--- src/rtl/conv_phase_sequencer_pkg.sv ---
// Shared definitions for the convolution phase sequencer.
//  - State encoding constants. LOAD_W..DRAIN are deliberately consecutive
//    (1..4) so the enable decode can index them with a loop.
//  - Default group sizes and a helper that derives the phase counter width
//    from the largest group size.
package conv_phase_sequencer_pkg;

    localparam logic [2:0] ST_IDLE   = 3'd0;
    localparam logic [2:0] ST_LOAD_W = 3'd1;
    localparam logic [2:0] ST_LOAD_I = 3'd2;
    localparam logic [2:0] ST_ACCUM  = 3'd3;
    localparam logic [2:0] ST_DRAIN  = 3'd4;
    localparam logic [2:0] ST_DONE   = 3'd5;

    localparam int NUM_EN_PHASES = 4;

    localparam int DEF_W_GROUP    = 4;
    localparam int DEF_O_GROUP    = 4;
    localparam int DEF_BLOCK_CNT  = 4;

    // The counter runs 0..size-1, so it needs clog2(largest size) bits
    // (at least one).
    function automatic int phase_cnt_width(input int w, input int i, input int o);
        int m;
        m = w;
        if (i > m) m = i;
        if (o > m) m = o;
        return (m <= 2) ? 1 : $clog2(m);
    endfunction

endpackage

--- src/rtl/conv_phase_sequencer_if.sv ---
// Control bundle between the top-level controller and the phase sequencer.
//  master : controller side, drives start/stall, observes status/enables
//  slave  : sequencer side
//  start, stall             : pass request and global freeze
//  busy, done               : pass status (done is a one-cycle pulse)
//  EN_W, EN_I, EN_O_In,
//  EN_O_Out                 : address-advance enables toward PE_Controller
//  block_idx                : block currently being processed
interface conv_phase_sequencer_if #(
    parameter int BlockCountWidth = 2
);
    logic                       start;
    logic                       stall;
    logic                       busy;
    logic                       done;
    logic                       EN_W;
    logic                       EN_I;
    logic                       EN_O_In;
    logic                       EN_O_Out;
    logic [BlockCountWidth-1:0] block_idx;

    modport master (
        output start, stall,
        input  busy, done, EN_W, EN_I, EN_O_In, EN_O_Out, block_idx
    );

    modport slave (
        input  start, stall,
        output busy, done, EN_W, EN_I, EN_O_In, EN_O_Out, block_idx
    );
endinterface

--- src/rtl/conv_phase_sequencer_phase_counter.sv ---
// Phase length counter shared by every timed phase of the sequencer.
//  clk   : clock
//  sclr  : synchronous reset, active-high
//  clr   : synchronous clear
//  en    : count enable (only unstalled cycles of a timed phase)
//  limit : terminal count value (phase length - 1), chosen per state
//  tc    : high while the count equals limit; an enabled tc cycle wraps to 0
module conv_phase_sequencer_phase_counter #(
    parameter int CntWidth = 3
) (
    input  logic                clk,
    input  logic                sclr,
    input  logic                clr,
    input  logic                en,
    input  logic [CntWidth-1:0] limit,
    output logic                tc
);
    logic [CntWidth-1:0] count_reg;

    assign tc = (count_reg == limit);

    always_ff @(posedge clk) begin
        if (sclr || clr) begin
            count_reg <= '0;
        end else if (en) begin
            // Wrapping at terminal count leaves the counter at 0 for the
            // next phase, so the FSM never has to clear it explicitly.
            count_reg <= tc ? '0 : count_reg + CntWidth'(1);
        end
    end
endmodule

--- src/rtl/conv_phase_sequencer.sv ---
// Convolution phase sequencer: orders the PE_Controller enables for one pass.
// A pass is LOAD_W once, then BlockCount blocks of LOAD_I / ACCUM / DRAIN,
// then a single DONE cycle. stall freezes all state and masks the enables.
//  clk  : clock, rising edge
//  sclr : synchronous reset, active-high, has priority over everything
//  seq  : control bundle (slave side), see conv_phase_sequencer_if
module conv_phase_sequencer
    import conv_phase_sequencer_pkg::*;
#(
    parameter int W_PEGroupSize   = DEF_W_GROUP,
    parameter int O_PEGroupSize   = DEF_O_GROUP,
    parameter int I_PEGroupSize   = W_PEGroupSize + O_PEGroupSize - 1,
    parameter int BlockCount      = DEF_BLOCK_CNT,
    parameter int BlockCountWidth = 2,
    parameter int PhaseCntWidth   = phase_cnt_width(W_PEGroupSize, I_PEGroupSize, O_PEGroupSize)
) (
    input  logic                   clk,
    input  logic                   sclr,
    conv_phase_sequencer_if.slave  seq
);
    localparam logic [BlockCountWidth-1:0] LAST_BLOCK = BlockCountWidth'(BlockCount - 1);

    logic [2:0]                 state_reg, state_next;
    logic [BlockCountWidth-1:0] block_idx_reg, block_idx_next;
    logic [PhaseCntWidth-1:0]   limit;
    logic                       cnt_en;
    logic                       tc;
    logic [NUM_EN_PHASES-1:0]   en_vec;

    // Only the four timed phases consume counter cycles, and only unstalled.
    assign cnt_en = ~seq.stall &&
                    (state_reg >= ST_LOAD_W) && (state_reg <= ST_DRAIN);

    always_comb begin
        limit = '0;
        case (state_reg)
            ST_LOAD_W: limit = PhaseCntWidth'(W_PEGroupSize - 1);
            ST_LOAD_I: limit = PhaseCntWidth'(I_PEGroupSize - 1);
            ST_ACCUM:  limit = PhaseCntWidth'(O_PEGroupSize - 1);
            ST_DRAIN:  limit = PhaseCntWidth'(O_PEGroupSize - 1);
            default:   limit = '0;
        endcase
    end

    conv_phase_sequencer_phase_counter #(
        .CntWidth (PhaseCntWidth)
    ) u_phase_counter (
        .clk   (clk),
        .sclr  (sclr),
        .clr   (state_reg == ST_IDLE),
        .en    (cnt_en),
        .limit (limit),
        .tc    (tc)
    );

    always_comb begin
        state_next     = state_reg;
        block_idx_next = block_idx_reg;
        if (!seq.stall) begin
            case (state_reg)
                ST_IDLE: begin
                    if (seq.start) state_next = ST_LOAD_W;
                end
                ST_LOAD_W: begin
                    if (tc) state_next = ST_LOAD_I;
                end
                ST_LOAD_I: begin
                    if (tc) state_next = ST_ACCUM;
                end
                ST_ACCUM: begin
                    if (tc) state_next = ST_DRAIN;
                end
                ST_DRAIN: begin
                    if (tc) begin
                        if (block_idx_reg == LAST_BLOCK) begin
                            // block_idx stays on the last block through DONE.
                            state_next = ST_DONE;
                        end else begin
                            // Weights remain resident: next block skips LOAD_W.
                            block_idx_next = block_idx_reg + BlockCountWidth'(1);
                            state_next     = ST_LOAD_I;
                        end
                    end
                end
                ST_DONE: begin
                    state_next     = ST_IDLE;
                    block_idx_next = '0;
                end
                default: begin
                    state_next     = ST_IDLE;
                    block_idx_next = '0;
                end
            endcase
        end
    end

    always_ff @(posedge clk) begin
        if (sclr) begin
            state_reg     <= ST_IDLE;
            block_idx_reg <= '0;
        end else begin
            state_reg     <= state_next;
            block_idx_reg <= block_idx_next;
        end
    end

    // en_vec[0..3] = EN_W, EN_I, EN_O_In, EN_O_Out; relies on LOAD_W..DRAIN
    // being encoded consecutively.
    genvar gi;
    generate
        for (gi = 0; gi < NUM_EN_PHASES; gi++) begin : g_en
            assign en_vec[gi] = (state_reg == 3'(ST_LOAD_W + gi)) && !seq.stall;
        end
    endgenerate

    assign seq.EN_W      = en_vec[0];
    assign seq.EN_I      = en_vec[1];
    assign seq.EN_O_In   = en_vec[2];
    assign seq.EN_O_Out  = en_vec[3];
    assign seq.busy      = (state_reg != ST_IDLE);
    assign seq.done      = (state_reg == ST_DONE) && !seq.stall;
    assign seq.block_idx = block_idx_reg;
endmodule

--- src/flat_wrapper.sv ---
// flat-port wrapper written by rule: the top's interface ports become plain ports
module conv_phase_sequencer_flat import conv_phase_sequencer_pkg::*;
#(
    parameter int W_PEGroupSize   = DEF_W_GROUP,
    parameter int O_PEGroupSize   = DEF_O_GROUP,
    parameter int I_PEGroupSize   = W_PEGroupSize + O_PEGroupSize - 1,
    parameter int BlockCount      = DEF_BLOCK_CNT,
    parameter int BlockCountWidth = 2,
    parameter int PhaseCntWidth   = phase_cnt_width(W_PEGroupSize, I_PEGroupSize, O_PEGroupSize)
)
  (clk, sclr, seq_start, seq_stall, seq_busy, seq_done, seq_EN_W, seq_EN_I, seq_EN_O_In, seq_EN_O_Out, seq_block_idx);
  conv_phase_sequencer_if #(.BlockCountWidth(BlockCountWidth)) seq_i ();
  input  logic clk;
  input  logic sclr;
  input wire logic [$bits(seq_i.start)-1:0] seq_start;
  input wire logic [$bits(seq_i.stall)-1:0] seq_stall;
  output wire logic [$bits(seq_i.busy)-1:0] seq_busy;
  output wire logic [$bits(seq_i.done)-1:0] seq_done;
  output wire logic [$bits(seq_i.EN_W)-1:0] seq_EN_W;
  output wire logic [$bits(seq_i.EN_I)-1:0] seq_EN_I;
  output wire logic [$bits(seq_i.EN_O_In)-1:0] seq_EN_O_In;
  output wire logic [$bits(seq_i.EN_O_Out)-1:0] seq_EN_O_Out;
  output wire logic [$bits(seq_i.block_idx)-1:0] seq_block_idx;
  assign seq_i.start = seq_start;
  assign seq_i.stall = seq_stall;
  assign seq_busy = seq_i.busy;
  assign seq_done = seq_i.done;
  assign seq_EN_W = seq_i.EN_W;
  assign seq_EN_I = seq_i.EN_I;
  assign seq_EN_O_In = seq_i.EN_O_In;
  assign seq_EN_O_Out = seq_i.EN_O_Out;
  assign seq_block_idx = seq_i.block_idx;
  conv_phase_sequencer #(.W_PEGroupSize(W_PEGroupSize), .O_PEGroupSize(O_PEGroupSize), .I_PEGroupSize(I_PEGroupSize), .BlockCount(BlockCount), .BlockCountWidth(BlockCountWidth), .PhaseCntWidth(PhaseCntWidth)) u_core (.clk(clk), .sclr(sclr), .seq(seq_i));
endmodule
--- config.mk ---
export PLATFORM = sky130hd
export DESIGN_NAME = conv_phase_sequencer_flat
export DESIGN_NICKNAME = d
export VERILOG_FILES = /design/src/rtl/conv_phase_sequencer_pkg.sv /design/src/rtl/conv_phase_sequencer_if.sv /design/src/rtl/conv_phase_sequencer_phase_counter.sv /design/src/rtl/conv_phase_sequencer.sv /design/src/flat_wrapper.sv
export SDC_FILE = /design/constraint.sdc
export NUM_CORES = 1
export LEC_CHECK = 0
export BUFFER_PORTS_ARGS = -buffer_cell sky130_fd_sc_hd__buf_4
export CORE_AREA = 5 5 42 44
export DETAILED_ROUTE_END_ITERATION = 10
export DIE_AREA = 0 0 47 49
export GPL_TIMING_DRIVEN = 0
export PLACE_DENSITY = 0.73
export SETUP_SLACK_MARGIN = 0.2
export SLEW_MARGIN = 15
export SYNTH_ARGS = -nofsm -noshare
export SYNTH_HDL_FRONTEND = slang
export SYNTH_SLANG_ARGS = --single-unit
--- constraint.sdc ---
create_clock -name clk -period 2.6 [get_ports clk]
set_clock_uncertainty 0.2 [all_clocks]
set_input_delay 0.52 -clock clk [delete_from_list [all_inputs] [get_ports clk]]
set_output_delay 0.52 -clock clk [all_outputs]
set_load 0.01 [all_outputs]
==> results.tsv, run 1 <==
metric	value	unit
status	completed	
antennaDiodeCount	0	
area_delta_synth_final	19.60	%
first_pass_iters	4	
reg2reg_depth	6	
cp_slowest_stage_delay	0.57	ns
post-route-util	53.39	%
cp_slowest_cell	or4b_1	
end_kind	register	
synth_edf_count	0	
numPortBuffers	11	
grt_pass1_vias	641	
grt_max_degree	11	
dp.cells	110	
hpwl	1155	microns
fin_ws	0.3511	ns
synth-seq-cells	8	
crit_chain	or2_1, buf_6, o311ai_2, nand3_1, or4b_1, o311ai_1	
setup_viol	0	
dieArea	2303	sq um
ys_seq_area_share	25.60	%
worstReg2RegEnd	u_core.state_reg[0]$_SDFFE_PP0P_	
peakVddDrop	299.6	uV
min_period	2.249	ns
dr_total_vias	704	
ys.flop_type	dfxtp_1	
clk_pin_slew_worst_paths	0.06	ns
min_from	sclr	
floorplan.initialDensity	44.64	%
cts_setup_buffers	0	
hold_end	u_core.state_reg[2]$_SDFFE_PP0P_	
wirelength	1603	microns
via_per_inst	6.230	
synth_cell_types	35	
synthesis.nets	89	
fillers	135	
hold_depth	2	
clock-root-buffer	clkbuf_4	
mostFrequentLayoutCells	11 x buf_4, 9 x nand2_1, 8 x dfxtp_1	
grt-ovfl-total	0	
clkLatencyLatePin	0.26	ns
cp.required	2.57	ns
dp_slack	0.3294	ns
fin_cells	113	
hold_violations	0	
drc	0	
cts.sinks	8	
die_h	49	microns
crit_type	register to register	
setup_tns	0	ns
synthArstFlopShare	0	%
p_per_area	538.2	nW/um^2
ant_nets	0	
r2r_start	u_core.state_reg[0]$_SDFFE_PP0P_	
post_drt_wl_per_cell	14.19	microns
rsz0062_at_grt	false	
cts_made_buffers	3	
cp-start-kind	register	
avgSynthCellArea	7.537	sq um
drive_above_1_share	20.62	%
globalplace.congestion	0.8324	
htree_num_levels	1	
maxSlewViolCount	0	
tightest_slew	0.3176	ns
hp-class	primary input to register	
cts_tree	built	
drt_iter0_markers	14	
hold_ws	0.2776	ns
finalNetCount	105	
antenna_found_initial	0	
core-area	1401	sq um
maxSlewHeadroom	78.79	%
p_leak	0.0002918	uW
cap_viol_max_count	0	
final_common_cell	buf_4	
cp_max_fo	7	
die_w	47	microns
synth-warning-count	0	
rows	14	
synthCells	83	
grt_pass1_wl	2711	microns
syn_area	625.6	sq um
ff2ff_setup_slack	0.35	ns
track_usage	15.42	%
min_period_over_period	86.50	%
pin_count	12	
cts_buffer_depth	2	
worstPathArrival	2.22	ns
timing.fmax	444.7	MHz
-- what timing repair did --
| action | CTS | global route |
|---|---|---|
| endpoints found under the setup margin | 0 | 3 |
| hold buffers | 0 | 0 |
| resized for setup | 0 | 3 |
-- power breakdown --
part / switching (uW) / internal (uW) / total (uW) / leakage, uW
Sequential: 5.57 / 129 / 135 / 0.0000647
Combinational: 96.5 / 70.3 / 167 / 0.000213
Clock: 47.6 / 53.2 / 101 / 0.0000138
Total: 150 / 253 / 403 / 0.000292
-- routing by layer --
metal	share of wire [%]	vias up	global-route usage (%)
li1	-	343	-
met1	43	327	21.10
met2	47	29	21.95
met3	8.5	5	3.321
met4	1.8	0	7.834
met5	0	-	0
-- synth_stat cells, types with 2 or more instances --
cell,n,share of area [%]
a21oi_1,3,2.4
nand2b_1,4,4.0
or4_1,3,3.6
dfxtp_1,8,26
nand2_1,9,5.4
inv_1,5,3.0
o21ai_0,5,4.0
nor3_1,6,4.8
nand3_1,2,1.6
or4b_1,2,3.2
nor2_1,6,3.6
nor4_1,2,2.0
o211ai_1,2,2.4
ha_1,2,4.0
a31oi_1,3,3.0
or3_1,2,2.0
-- area by class of cell --
type / count / area (sq um) / area share (%)
multi-input combinational: 66 / 417.9 / 55.85
timing repair buffer: 11 / 82.58 / 11.04
tap: 16 / 20.02 / 2.676
clock buffer: 3 / 22.52 / 3.010
inverter: 5 / 18.77 / 2.508
buffer: 4 / 26.28 / 3.512
sequential: 8 / 160.2 / 21.40
-- worst max-delay path by stage --
stage	cells after the start	start	to
after floorplan	6	u_core.state_reg[0]$_SDFFE_PP0P_	u_core.u_phase_counter.count_reg[0]$_SDFFE_PP0P_
after global placement	6	u_core.state_reg[0]$_SDFFE_PP0P_	u_core.state_reg[0]$_SDFFE_PP0P_
after detailed placement	6	u_core.state_reg[0]$_SDFFE_PP0P_	u_core.state_reg[0]$_SDFFE_PP0P_
after CTS	6	u_core.state_reg[0]$_SDFFE_PP0P_	u_core.state_reg[0]$_SDFFE_PP0P_
after global routing	6	u_core.state_reg[1]$_SDFFE_PP0P_	u_core.state_reg[0]$_SDFFE_PP0P_
final	6	u_core.state_reg[0]$_SDFFE_PP0P_	u_core.state_reg[0]$_SDFFE_PP0P_
-- per-stage QoR --
step | area, sq um | power (uW)
after floorplan | 625.6 | 255.7
after global placement | 728.2 | 302.2
after detailed placement | 728.2 | 303.4
after CTS | 750.7 | 403.4
after global routing | 748.2 | 425.5
final | 748.2 | 402.7
-- worst max-delay path: cells and delay by family, from the launching register on --
kind                   cells  cell delay, ns
AND/OR/NAND/NOR            3            1.09
flip-flops                 1            0.34
AO/OA/AOI/OAI              2            0.38
buffers and inverters      1            0.14
-- logic make-up (layout without fill, tap and decap cells) --
group,count (synthesis),after routing,synth area share (%)
compound gates,22,22,25.00
fa+ha+maj,2,2,3.999
simple gates,42,42,37.80
buf+inv,9,23,7.599
flops,8,8,25.60
Note: power is estimated with default switching activity, not from simulation.
==> run 2: changes to the inputs <==
Clock period 2.6 ns to 2.9 ns, I/O delays scaled along.
==> run 2 against run 1 <==
Effect of this change: core utilization increased by 0.18 points; critical path depth decreased by 2; count of clock-buffer cells in the layout did not move; sequential power down 10%; design area is 0.33% higher; sequential share of layout area is 0.071 points lower; clock power shrank 10%; combinational power is 10% lower; highest routed layer unchanged.
==> results.tsv, run 2 (synthesis results as in run 1) <==
metric	value	unit
status	completed	
rows	14	
grt_max_degree	11	
drive_above_1_share	18.56	%
end_kind	primary output	
fillers	136	
drc	0	
ctsHoldBuffers	0	
setup_viol	0	
cts.sinks	8	
fin_ws	0.5522	ns
cap_viol_max_count	0	
cp.required	2.12	ns
netSwitchingPower	133.8	uW
ant_nets	0	
hold_ws	0.3338	ns
globalplace.congestion	0.8324	
power_frac_seq	33.5	%
dp_slack	0.6294	ns
track_usage	15.42	%
cts_tree	built	
critPathBufInv	2	
crit_type	register to primary output	
rsz0062_at_grt	false	
wirelength	1591	microns
timing.fmax	425.9	MHz
finalNetCount	105	
die_h	49	microns
hold_end	u_core.seq.block_idx[0]$_SDFFE_PP0P_	
hold_depth	2	
power_frac_comb	41.5	%
cts_made_buffers	3	
placedInstanceArea	728.2	sq um
cp_slowest_cell	dlygate4sd1_1	
cp_max_fo	10	
floorplan.initialDensity	44.64	%
core-area	1401	sq um
hp-class	register to register	
numPortBuffers	11	
pin_count	12	
final_common_cell	buf_4	
clk_pin_slew_worst_paths	0.06	ns
antennaDiodeCount	0	
tightest_slew	0.4014	ns
mostFrequentLayoutCells	11 x buf_4, 9 x nand2_1, 8 x dfxtp_1	
clkLatencyLatePin	0.26	ns
antenna_found_initial	0	
die_w	47	microns
crit_chain	dlygate4sd1_1, nand2b_1, nor3_1, buf_4	
crit_family	buffers and inverters	
r2r_start	u_core.state_reg[0]$_SDFFE_PP0P_	
min_period	2.348	ns
ff2ff_setup_slack	0.61	ns
p_int	227.2	uW
hpwl	1155	microns
worstPathArrival	1.57	ns
p_leak	0.0002918	uW
cts_buffer_depth	2	
maxSlewViolCount	0	
cp_slowest_stage_delay	0.41	ns
cp-start-kind	register	
htree_num_levels	1	
post_drt_wl_per_cell	14.08	microns
post-route-util	53.57	%
peakVddDrop	265.0	uV
dr_total_vias	697	
min_period_over_period	80.96	%
swShare	37.07	%
grt_pass1_wl	2711	microns
dieArea	2303	sq um
ctsResizeCount	0	
via_per_inst	6.168	
hold_violations	0	
stdcell_area	750.7	sq um
clock-root-buffer	clkbuf_4	
setup_tns	0	ns
grt_pass1_vias	641	
maxSlewHeadroom	73.24	%
p_clk_share	25.0	%
min_from	u_core.seq.block_idx[0]$_SDFFE_PP0P_	
area_delta_synth_final	20.00	%
cts_setup_buffers	0	
worstReg2RegEnd	u_core.state_reg[0]$_SDFFE_PP0P_	
drt_iter0_markers	14	
reg2reg_depth	6	
p_per_area	480.9	nW/um^2
first_pass_iters	4	
grt-ovfl-total	0	
[run 2: worst max path at each step]
stage,from,depth (start not counted),end
final,u_core.state_reg[0]$_SDFFE_PP0P_,4,seq_EN_W
after global routing,u_core.state_reg[0]$_SDFFE_PP0P_,4,seq_EN_W
after CTS,u_core.state_reg[0]$_SDFFE_PP0P_,4,seq_EN_W
after detailed placement,u_core.state_reg[0]$_SDFFE_PP0P_,6,u_core.state_reg[0]$_SDFFE_PP0P_
after global placement,u_core.state_reg[0]$_SDFFE_PP0P_,6,u_core.state_reg[0]$_SDFFE_PP0P_
after floorplan,u_core.state_reg[0]$_SDFFE_PP0P_,6,u_core.u_phase_counter.count_reg[0]$_SDFFE_PP0P_
[run 2: per-layer routing]
layer | global-route usage, % | share of wire [%] | vias to the layer above
met5 | 0 | 0 | -
met2 | 21.95 | 47 | 24
met3 | 3.321 | 7.5 | 5
met1 | 21.10 | 44 | 324
li1 | - | - | 344
met4 | 7.834 | 1.8 | 0
[run 2: cell type report]
class / instances / area, sq um / area share [%]
Sequential cell: 8 / 160.2 / 21.33
Multi-Input combinational cell: 66 / 417.9 / 55.67
Clock buffer: 3 / 22.52 / 3.000
Buffer: 4 / 28.78 / 3.833
Timing Repair Buffer: 11 / 82.58 / 11.00
Tap cell: 16 / 20.02 / 2.667
Inverter: 5 / 18.77 / 2.500
[run 2: power groups by stage]
stage                     Combinational, uW  Sequential (uW)  Clock, uW
after floorplan                         108              122          0
after global placement                  148              123          0
after detailed placement                149              123          0
after CTS                               149              121       91.8
after global routing                    164              122       95.7
final                                   150              121       90.4
[run 2: tightest hold or removal path: cells and delay by family, from the launching register on]
family             cells  cell delay [ns]
DFF                    1             0.34
AOI/OAI and AO/OA      2             0.15
[run 2: stage by stage]
stage	total power (uW)	std cells
after CTS	361.7	113
after floorplan	229.2	83
after detailed placement	272.0	110
final	361.0	113
after global routing	381.8	113
after global placement	271.0	110
